`src/rtl/mem_arbiter.sv`:
```
// rtl/mem_arbiter.sv - shared-memory arbiter sequencing I/D cache block fills and D writes onto memory4c
// Optional: define ARB_ROUND_ROBIN_EN to alternate grants under contention instead of fixed D-over-I.
module mem_arbiter #(
  parameter int MEM_LAT   = 4,
  parameter int BLK_WORDS = 8
) (
  input  logic        clk,
  input  logic        rst,
  input  logic        i_req,
  input  logic [15:0] i_addr,
  input  logic        d_req,
  input  logic        d_wr,
  input  logic [15:0] d_addr,
  input  logic [15:0] d_wdata,
  output logic        i_fill_valid,
  output logic        d_fill_valid,
  output logic [15:0] fill_data,
  output logic [2:0]  fill_idx,
  output logic        i_done,
  output logic        d_done,
  output logic        mem_en,
  output logic        mem_wr,
  output logic [15:0] mem_addr,
  output logic [15:0] mem_data_in,
  input  logic [15:0] mem_data_out,
  input  logic        mem_data_valid
);

  localparam int W = $clog2(BLK_WORDS);

  if (MEM_LAT < 1 || BLK_WORDS < 2 || (BLK_WORDS & (BLK_WORDS - 1)) != 0) begin : g_bad_cfg
    $error("mem_arbiter: MEM_LAT must be >= 1 and BLK_WORDS a power of two >= 2");
  end

  typedef enum logic [2:0] {S_IDLE, S_I_FILL, S_D_FILL, S_D_WRITE, S_DONE} state_t;

  state_t       r_state;
  state_t       w_next;
  logic [15:0]  r_addr;
  logic [W:0]   r_iss;
  logic [W-1:0] r_ret;
  logic         w_pick_d;
  logic         w_fill;
  logic         w_last_ret;

`ifdef ARB_ROUND_ROBIN_EN
  logic r_last_d;

  // Under contention, the side that did not win the previous grant goes next.
  assign w_pick_d = d_req & (~i_req | ~r_last_d);

  always_ff @(posedge clk) begin
    if (rst) begin
      r_last_d <= 1'b0;
    end else if (r_state == S_IDLE) begin
      if (w_pick_d) r_last_d <= 1'b1;
      else if (i_req) r_last_d <= 1'b0;
    end
  end
`else
  assign w_pick_d = d_req;
`endif

  assign w_fill     = (r_state == S_I_FILL) || (r_state == S_D_FILL);
  assign w_last_ret = mem_data_valid & (&r_ret);
  assign fill_data  = mem_data_out;

  always_ff @(posedge clk) begin
    if (rst) begin
      r_state <= S_IDLE;
      r_addr  <= '0;
      r_iss   <= '0;
      r_ret   <= '0;
    end else begin
      r_state <= w_next;
      if (r_state == S_IDLE) begin
        r_iss <= '0;
        r_ret <= '0;
        if (w_pick_d) r_addr <= d_addr;
        else if (i_req) r_addr <= i_addr;
      end else if (w_fill) begin
        // r_iss[W] set means every word of the block has been issued.
        if (!r_iss[W]) r_iss <= r_iss + 1'b1;
        if (mem_data_valid) r_ret <= r_ret + 1'b1;
      end
    end
  end

  always_comb begin
    w_next       = r_state;
    i_fill_valid = 1'b0;
    d_fill_valid = 1'b0;
    fill_idx     = '0;
    i_done       = 1'b0;
    d_done       = 1'b0;
    mem_en       = 1'b0;
    mem_wr       = 1'b0;
    mem_addr     = '0;
    mem_data_in  = '0;
    case (r_state)
      S_IDLE: begin
        if (w_pick_d) w_next = d_wr ? S_D_WRITE : S_D_FILL;
        else if (i_req) w_next = S_I_FILL;
      end
      S_I_FILL, S_D_FILL: begin
        if (!r_iss[W]) begin
          mem_en   = 1'b1;
          mem_addr = {r_addr[15:W+1], r_iss[W-1:0], 1'b0};
        end
        fill_idx = 3'(r_ret);
        if (r_state == S_D_FILL) begin
          d_fill_valid = mem_data_valid;
          d_done       = w_last_ret;
        end else begin
          i_fill_valid = mem_data_valid;
          i_done       = w_last_ret;
        end
        if (w_last_ret) w_next = S_DONE;
      end
      S_D_WRITE: begin
        mem_en      = 1'b1;
        mem_wr      = 1'b1;
        mem_addr    = r_addr;
        mem_data_in = d_wdata;
        d_done      = 1'b1;
        w_next      = S_DONE;
      end
      S_DONE:  w_next = S_IDLE;
      default: w_next = S_IDLE;
    endcase
  end

endmodule

```
`config.mk`:
```
export PLATFORM = sky130hd
export DESIGN_NAME = mem_arbiter
export DESIGN_NICKNAME = d
export VERILOG_FILES = /design/src/rtl/mem_arbiter.sv
export SDC_FILE = /design/constraint.sdc
export NUM_CORES = 1
export LEC_CHECK = 0
export ABC_AREA = 1
export BUFFER_PORTS_ARGS = -buffer_cell sky130_fd_sc_hd__buf_2
export CAP_MARGIN = 10
export CORE_ASPECT_RATIO = 2
export CORE_MARGIN = 1
export CORE_UTILIZATION = 32
export DETAILED_ROUTE_END_ITERATION = 8
export GPL_TIMING_DRIVEN = 0
export PLACE_DENSITY = 0.63
export SYNTH_ARGS = -nofsm -noshare
export SYNTH_HDL_FRONTEND = slang
export SYNTH_SLANG_ARGS = --single-unit
```
`constraint.sdc`:
```
create_clock -name clk -period 3.1 [get_ports clk]
set_input_delay 0.155 -clock clk [delete_from_list [all_inputs] [get_ports clk]]
set_output_delay 0.155 -clock clk [all_outputs]
set_load 0.03 [all_outputs]
```
==> out/results.txt <==
Outcome: complete, no violations
Maximum root-to-sink buffer count: 2
CP top delay family: simple AND/OR/NAND/NOR gates
Yosys warns: 0
Total chip power: 1290 uW
Crit path launch type: flop
Critical Setup Path Class: reg -> out
Initial core utilization: 0.333
Total CTS buffers: 3
Synth Instances: 282
Drt drc: 0
Final Hold Vio Count: 0
Worst Hold Endpoint: r_iss[0]
Reg2reg path depth: 5
Setup tns final: 0 ns
Synth unique cells: 22
Die Y: 109 um
Vias/cell: 4.49
Cell-by-cell listing of the critical path: nor2_1 -> nand2_1 -> nand2_2 -> nand2_2 -> buf_2 -> a21boi_1 -> buf_2
Crit Path Max Fanout: 10
CTS tree: built
I/O Buffers: 109
Hold/Removal Path Class: in -> reg
Post-CTS sizing: 0
Post-Synth XOR/XNOR Area: 0
Commonest cells in the netlist: 57 x nand2_1, 46 x inv_1, 27 x nor2_1, 26 x dfxtp_1, 26 x nand3_1
Layout Skew: 0.0103 ns
# diodes: 0
Largest net degree at the start of global routing: 16
Slowest stage delay, CP: 0.37 ns
Reg-to-reg startpoint: r_state[0]
Clk Latency, worst-skew pair: 0.27 ns
PwrDens: 512 nW/um^2
Synth Area in Compound Gates: 0.191
Slew HR: 0.707
CTS clk-pin slew, worst paths: 0.09 ns
Ranking of synthesized cells by area: dfxtp_1 29%, nand2_1 12%, inv_1 9.5%, buf_4 7.4%, nand3_1 7.1%
Fin. max-slew vios: 0
Worst hold start: rst
Synth Area per Inst: 6.46 um^2
Post-CTS Setup Bufs: 0
Worst EP required: 2.94 ns
Core Box Area: 5470 um^2
Maximum VDD drop: 0.323 mV
H-tree levels: 1
Antenna violations before repair: 0
GR Overflow Total: 0
R2R setup slack: 1.81 ns
First drt pass iteration count: 4
CP endpoint kind: output pin
Post-route minimum period: 1.94 ns
Hold path cells: 4
Synthesized-area fraction occupied by adder cells: 0.0206
Async SR Flop Fraction: 0
Levels on crit path: 7
Clk sinks: 26
Post-Syn Area: 1820 um^2
Synth Area in Simple Gates: 0.280
F_max: 515 MHz
Post-route ant nets: 0
Top cell type's share of synthesized area: 0.286
Die Area: 6020 um^2
Mapped Nets: 355
Die W: 55.4 um
Routed len/inst: 10.3 um
Clock Tree Root: clkbuf_8
Total Routing Usage GR: 0.146
Number of flops mapped to enable cells by yosys: 0
Final WL: 4.69 mm
DR vias: 2,044
Post-CTS Hold Buffers: 0
# rows: 38
GPL Wtd Cong: 0.771
Max-cap viol count: 0
# nets final: 469
Worst-margin pin slew: 0.440 ns
Final setup viols: 0
Cell accounting for the most synthesized area: dfxtp_1
DP HPWL: 4.02 mm
Leak Pwr: 0.00140 uW
FF-to-FF End: r_addr[8]
Final Cycle Share: 0.626
Register area share after synthesis: 0.286
Share of post-route cells with drive strength above 1: 0.403
Vias in the first global route: 1,659
Highest-delay cell along the critical path: dfxtp_1
Largest family of logic cells by synthesized area: simple AND/OR/NAND/NOR gates
Most numerous cell in the Yosys netlist: nand2_1
Crit path DAT: 1.79 ns
WP buf/inv: 2
Top FF cell, synth: dfxtp_1
Flops & latches, synth: 26
Iter 0 DRT Violations: 39
I/O pin total: 127
Mux share of post-synthesis cell area: 0
First-pass GRT wire length: 7.10 mm
RSZ-0062 raised after global routing: false
Area Growth Syn to Fin: 38.0%
==> state kept, by name (all words and copies together) (netlist names) <==
signal,flops
r_addr,16
r_iss,4
r_ret,3
r_state,3
==> cell usage in the layout, fill, tap and decap left out <==
master	count
a21oi_2	10
dfxtp_1	26
buf_4	18
clkbuf_8	3
bufinv_16	1
nand2_1	57
nor2_1	27
o21ai_1	2
ha_1	3
a21boi_1	12
buf_2	116
nor3_4	1
clkbuf_1	3
inv_1	46
or2_1	1
inv_2	2
nand3_1	26
nor2_4	1
o21ai_0	16
nand2_4	1
buf_6	4
nand4_1	1
nand2_2	2
a21oi_1	16
==> where the power goes <==
| group | total (uW) | internal, uW | switching, uW |
|---|---|---|---|
| registers | 417 | 383 | 34.4 |
| logic | 590 | 215 | 375 |
| clock network | 280 | 173 | 107 |
==> worst max path at each step <==
stage / startpoint / end
2_1_floorplan: r_state[1] / mem_addr[10]
3_3_place_gp: r_state[0] / mem_addr[4]
3_5_place_dp: r_state[0] / mem_addr[4]
4_1_cts: r_state[0] / mem_addr[4]
5_1_grt: r_state[0] / mem_addr[4]
6_report: r_state[0] / mem_addr[4]
==> kinds of logic after synthesis <==
| logic type | after synthesis |
|---|---|
| AO/OA/AOI/OAI | 56 |
| AND/OR/NAND/NOR | 117 |
| buffers and inverters | 80 |
| flip-flops | 26 |
| adder cells (fa/ha/maj) | 3 |
==> per-layer routing <==
metal,vias to the layer above,part of all wire,global-route usage,wire [um]
met1,873,0.36,0.134,1700
met5,-,0,0,0
met3,4,0.056,0.0178,263
met4,0,0.015,0.0536,72
met2,85,0.57,0.312,2650
li1,1082,-,-,-
==> layout make-up <==
class	count	area, um^2
fill	630	2950
multi-input combinational	176	895
timing repair buffer	109	546
sequential	26	520
buffer	32	226
inverter	48	180
tap	60	75.1
clock buffer	3	41.3
clock inverter	1	30.0
==> through the flow <==
stage / cells / hold WS, ns / area, um^2 / utilization / worst slack [ns]
after global routing: 455 / 0.160 / 2510 / 0.460 / 0.985
after global placement: 451 / 0.450 / 2440 / 0.447 / 1.46
after CTS: 455 / 0.160 / 2510 / 0.460 / 1.12
final: 455 / 0.162 / 2510 / 0.460 / 1.16
after detailed placement: 451 / 0.454 / 2440 / 0.447 / 1.44
after floorplan: 282 / 0.318 / 1820 / - / 1.43
==> worst reg2reg max path: cells and delay by family (launching register included) <==
kind / cells / cell delay [ns]
simple gates: 2 / 0.35
flops: 1 / 0.37
buf+inv: 2 / 0.36
compound gates: 1 / 0.14
(Power assumes the default switching activity.)
